### src/rtl/mult_booth_seq_pkg.sv
// Shared constants for the sequential radix-2 Booth multiplier:
// operand width, iteration counter width, FSM encodings and Booth decode.
package mult_booth_seq_pkg;

    localparam int WIDTH      = 32;
    localparam int ITER_CNT_W = 5;
    localparam int P_W        = 2 * WIDTH + 1;  // {A, Q, q-1}

    // FSM state encodings
    localparam logic [1:0] IDLE = 2'd0;
    localparam logic [1:0] RUN  = 2'd1;
    localparam logic [1:0] DONE = 2'd2;

    // Booth decode of {Q[0], q-1}
    localparam logic [1:0] BOOTH_ADD = 2'b01;
    localparam logic [1:0] BOOTH_SUB = 2'b10;

endpackage

### src/rtl/mult_booth_seq_addsub.sv
// booth_addsub: combinational 33-bit add/subtract of the partial-product
// high word A and the multiplicand M, selected by the two Booth bits.
// Both operands are sign-extended to 33 bits so the sum never wraps.
module booth_addsub
    import mult_booth_seq_pkg::*;
(
    input  logic [WIDTH-1:0] a_i,
    input  logic [WIDTH-1:0] m_i,
    input  logic [1:0]       booth_i,
    output logic [WIDTH:0]   sum_o
);

    logic [WIDTH:0] a_ext;
    logic [WIDTH:0] m_ext;

    assign a_ext = {a_i[WIDTH-1], a_i};
    assign m_ext = {m_i[WIDTH-1], m_i};

    // Select A+M, A-M or pass A through depending on the Booth pair.
    always_comb begin
        // NOTE: assigning a default first means every path drives sum_o,
        // so no latch is inferred for the 00/11 cases.
        sum_o = a_ext;
        case (booth_i)
            BOOTH_ADD: sum_o = a_ext + m_ext;
            BOOTH_SUB: sum_o = a_ext + ~m_ext + {{WIDTH{1'b0}}, 1'b1};
            default:   sum_o = a_ext;
        endcase
    end

endmodule

### src/rtl/mult_booth_seq.sv
// mult_booth_seq: sequential 32x32 signed radix-2 Booth multiplier, one
// add/shift iteration per clock. Returns the low word of the product with
// a one-cycle ready pulse. Defining MULT_OVF_DETECT_EN enables the
// signed-overflow exception; otherwise data_exception is tied low.
module mult_booth_seq
    import mult_booth_seq_pkg::*;
(
    input  logic             clock,
    input  logic             reset_n,
    input  logic             ctrl_mult,
    input  logic [WIDTH-1:0] data_operandA,
    input  logic [WIDTH-1:0] data_operandB,
    output logic [WIDTH-1:0] data_result,
    output logic             data_exception,
    output logic             data_resultRDY,
    output logic             busy
);

    logic [1:0]            state_q,  state_d;
    logic [P_W-1:0]        p_q,      p_d;
    logic [WIDTH-1:0]      m_q,      m_d;
    logic [ITER_CNT_W-1:0] cnt_q,    cnt_d;
    logic [WIDTH-1:0]      result_q, result_d;
    logic                  exc_q,    exc_d;

    logic [WIDTH:0]        sum_w;
    logic [P_W-1:0]        p_shift;
    logic                  ovf_w;

    booth_addsub u_addsub (
        .a_i     (p_q[P_W-1 -: WIDTH]),
        .m_i     (m_q),
        .booth_i (p_q[1:0]),
        .sum_o   (sum_w)
    );

    // The 33-bit sum supplies its own sign bit, so dropping the LSB of the
    // 66-bit {sum, Q, q-1} is the arithmetic right shift of P.
    assign p_shift = {sum_w[WIDTH:1], sum_w[0], p_q[WIDTH:2], p_q[1]};

`ifdef MULT_OVF_DETECT_EN
    // Overflow when the high word is not the sign extension of the low word.
    assign ovf_w = (p_shift[P_W-1 -: WIDTH] != {WIDTH{p_shift[WIDTH]}});
`else
    assign ovf_w = 1'b0;
`endif

    // Next-state logic: start/restart, Booth iteration and result capture.
    always_comb begin
        state_d  = state_q;
        p_d      = p_q;
        m_d      = m_q;
        cnt_d    = cnt_q;
        result_d = result_q;
        exc_d    = exc_q;
        case (state_q)
            IDLE, DONE: begin
                if (ctrl_mult) begin
                    m_d     = data_operandA;
                    p_d     = {{WIDTH{1'b0}}, data_operandB, 1'b0};
                    cnt_d   = '0;
                    state_d = RUN;
                end else begin
                    state_d = IDLE;
                end
            end
            RUN: begin
                p_d   = p_shift;
                cnt_d = cnt_q + {{(ITER_CNT_W-1){1'b0}}, 1'b1};
                if (cnt_q == ITER_CNT_W'(WIDTH - 1)) begin
                    state_d  = DONE;
                    result_d = p_shift[WIDTH:1];
                    exc_d    = ovf_w;
                end
            end
            default: state_d = IDLE;
        endcase
    end

    // State registers with synchronous active-low reset.
    always_ff @(posedge clock) begin
        // NOTE: non-blocking assignments make every register update from
        // the values sampled at the same edge, independent of order.
        if (!reset_n) begin
            state_q  <= IDLE;
            p_q      <= '0;
            m_q      <= '0;
            cnt_q    <= '0;
            result_q <= '0;
            exc_q    <= 1'b0;
        end else begin
            state_q  <= state_d;
            p_q      <= p_d;
            m_q      <= m_d;
            cnt_q    <= cnt_d;
            result_q <= result_d;
            exc_q    <= exc_d;
        end
    end

    assign data_result    = result_q;
    assign data_exception = exc_q;
    assign data_resultRDY = (state_q == DONE);
    assign busy           = (state_q == RUN);

endmodule

### config.mk
export PLATFORM = sky130hd
export DESIGN_NAME = mult_booth_seq
export DESIGN_NICKNAME = d
export VERILOG_FILES = /design/src/rtl/mult_booth_seq_pkg.sv /design/src/rtl/mult_booth_seq_addsub.sv /design/src/rtl/mult_booth_seq.sv
export SDC_FILE = /design/constraint.sdc
export NUM_CORES = 1
export LEC_CHECK = 0
export CORE_MARGIN = 5
export CORE_UTILIZATION = 53
export CTS_BUF_LIST = sky130_fd_sc_hd__clkbuf_16
export CTS_CLUSTER_DIAMETER = 50
export DETAILED_ROUTE_END_ITERATION = 16
export GPL_TIMING_DRIVEN = 0
export PLACE_DENSITY_LB_ADDON = 0.1
export SYNTH_ARGS = -nofsm -noshare
export SYNTH_HDL_FRONTEND = slang
export SYNTH_SLANG_ARGS = --single-unit
### constraint.sdc
create_clock -name clock -period 3.4 [get_ports clock]
set_input_delay 0.85 -clock clock [delete_from_list [all_inputs] [get_ports clock]]
set_output_delay 0.85 -clock clock [all_outputs]
set_load 0.005 [all_outputs]
==> impl_results.md <==
* Worst path most repeated cell: buf_4
* Crit path max fanout at 4
* WL/cell at about 19 um
* Synthesized flop and latch total at 136
* PD cells at 426 nW/um2
* Worst slew margin at 10.8%
* Largest net degree at the start of global routing at 17
* CP Launch Type: flip-flop
* FP Rows at 46
* Fin crit period at 3.33 ns
* CTS clk-pin slew, worst paths at approximately 0.07 ns
* Routed Antenna Nets at 0
* Die height at 137 um
* Synth Flop Type: dfxtp_1
* Skew final at 0.0117 ns
* GP Congestion at 1.01
* Die X at 137 um
* DR pass1 iterations at 7
* DIE AREA at 18900 um2
* Max-cap viol count at 0
* HPWL after DPL at 19.6 mm
* Ports at 102
* Status: finished clean
* Longest Clk Path Bufs at 2
* CP cell instances: ha_1, or2_2, o211a_1, o311a_4, o41ai_4, buf_4, o21ai_4, a2111oi_4, buf_4, o31ai_2, xor2_1, o211ai_2, o21a_1
* Fmax at 300 MHz
* Min-delay worst type: reg -> reg
* R2r setup slk at slightly above 0.07 ns
* Synthesized cell area at 8590 um2
* CTS Buf Count at 17
* Post-synth top cells: 146 x a21oi_1, 136 x dfxtp_1, 134 x nand2_1
* Area share of the largest cell type after synthesis at 31.7%
* Final #Nets at 1349
* Syn_area_per_cell at 7.89 um2
* H-Tree Depth at 4
* CTS hold repair buffers at 0
* Slew Limit Fails at 0
* Part of the cycle the worst path needs at 97.9%
* Kind of critical path: reg -> reg
* Sequential area share after synthesis at 31.7%
* Overflow after GRT at 0
* First-pass GRT wire length at 42.1 mm
* YS warnings at 0
* Peak per-stage delay on the critical path at 0.45 ns
* Final setup viols at 0
* Vias in the first global route at 8099
* Vias/cell at 6.14
* Area delta synth->final at 24.0%
* Measured slew at the worst slew-check pin at between 1 and 1.5 ns
* EDFF count, synth at 0
* RSZ-0062 raised after global routing: yes
* Leakage at slightly above 4 nW
* Worst path slowest cell: a2111oi_4
* Synth top area cells: dfxtp_1 32%, ha_1 9.9%, a21oi_1 8.5%, nand2_1 5.9%, a22oi_1 3.5%
* Core Area at ~16000 um2
* Final hold viol count at 0
* Fin Setup TNS at 0 ns
* Clock tree sinks at 136
* Overall Global Routing Usage at 28.2%
* Synth area leader: dfxtp_1
* Insertion delay to the later sink of the worst-skew pair at 0.44 ns
* Critical path data arrival time at 3.66 ns
* Top-count cell post-synth: a21oi_1
* Iteration-0 DRC Markers at between 900 and 1000
* Yosys cell types at 77
* Mapped Cells at 1089
* PortBufs at a little under 100
* Post-Route WL at 26.9 mm
* Starting Density at 54.1%
* DRC viols at 0
* Fraction of registers with async set/reset at 0%
* Worst vdd ir at 0.000393 V
* CP required at roughly 3.7 ns
* Initial antenna violation count at 0
* Syn_nets at 1226
* CTS tree: done
* Hold WS at 0.470 ns
* # diodes at 0
* Tot Pwr at about 0.0045 W
* Worst setup EP type: flip-flop
* Vias at 8842
* Share of cells above drive strength 1 at under 10%
* CTS root buffer: clkbuf_16
==> repair_timing <==
item | CTS | global route
gates cloned | 0 | 0
pin swaps | 1 | 13
endpoints found under the setup margin | 6 | 12
resized for setup | 3 | 42
buffers inserted | 1 | 9
==> layout make-up <==
| class | count | area (um2) |
|---|---|---|
| multi-input cells | 809 | 5450 |
| fillers | 1370 | 5230 |
| flip-flops and latches | 136 | 2730 |
| repair buffers | 109 | 1070 |
| clock buffers | 17 | 425 |
| plain buffers | 70 | 280 |
| well taps | 216 | 270 |
| inverters | 69 | 259 |
| clock inverters | 15 | 174 |
==> per-stage QoR <==
step	area (um2)	setup WS [ns]	std cells	util [%]
detailed placement	9850	-0.137	1404	62.0
finish	10700	0.0715	1441	67.1
global placement	9850	-0.159	1404	62.0
global route	10700	-0.0901	1441	67.1
CTS	10500	0.000978	1437	65.9
floorplan	8590	0.384	1089	-
==> sequential cells by signal, summed over array words and instances (netlist names) <==
| name | cells |
|---|---|
| p_q | 65 |
| state_q | 2 |
| m_q | 32 |
| cnt_q | 5 |
| data_result | 32 |
==> metal layers <==
layer	up-vias	global-route usage (%)	share of wire, %
met4	0	10.1	2.7
met2	420	42.9	44
li1	4213	-	-
met1	4123	39.2	45
met5	-	0	0
met3	86	6.06	8.1
==> worst paths after layout <==
path / start / endpoint / cells after the start
max reg2reg: p_q[35]$_SDFFE_PN0P_ / p_q[63]$_SDFFE_PN0P_ / 13
min: p_q[18]$_SDFFE_PN0P_ / p_q[18]$_SDFFE_PN0P_ / 2
max: p_q[35]$_SDFFE_PN0P_ / p_q[63]$_SDFFE_PN0P_ / 13
min reg2reg: p_q[18]$_SDFFE_PN0P_ / p_q[18]$_SDFFE_PN0P_ / 2
==> logic make-up after synthesis <==
kind of cell,Yosys count,share of synthesized area (%)
AOI/OAI and AO/OA,412,33.0
xor gates and xnor gates,25,2.55
adders and majority gates,70,10.4
buffers and inverters,144,6.41
DFF,136,31.7
muxes,1,0.117
other,1,0.0437
and+or+nand+nor,300,15.8
==> power by group <==
part | switching (W) | internal (W) | total [W] | leakage, nW
Clock | 0.000858 | 0.00105 | 0.00191 | 0.292
Combinational | 0.000565 | 0.000352 | 0.000917 | 2.75
Sequential | 0.0000589 | 0.00166 | 0.00172 | 1.11
Total | 0.00148 | 0.00306 | 0.00454 | 4.16
==> layout by cell type (no fill, tap or decap), types with 9 or more instances in the layout <==
cell and count:
nor2_1 68, nand2_1 134, inv_1 63, nor2b_1 11, a21o_1 12, a21oi_1 143, o21bai_1 12, o31ai_1 10
a22o_1 31, buf_1 9, buf_4 11, xnor2_1 21, dfxtp_1 131, nand3_1 10, nand2b_1 13, a22oi_1 40
a221oi_1 16, nor3_1 23, clkbuf_16 17, o21ai_0 42, ha_1 64, clkbuf_1 54, clkdlybuf4s50_1 99
==> worst max-delay path: cells and delay by family (launching register included) <==
| family | cells | cell delay (ns) |
|---|---|---|
| adder cells (fa/ha/maj) | 1 | 0.24 |
| AO/OA/AOI/OAI | 8 | 1.77 |
| buffers and inverters | 2 | 0.38 |
| flip-flops | 1 | 0.34 |
| XOR/XNOR | 1 | 0.21 |
| AND/OR/NAND/NOR | 1 | 0.28 |
Power figures use the tool's default switching activity.
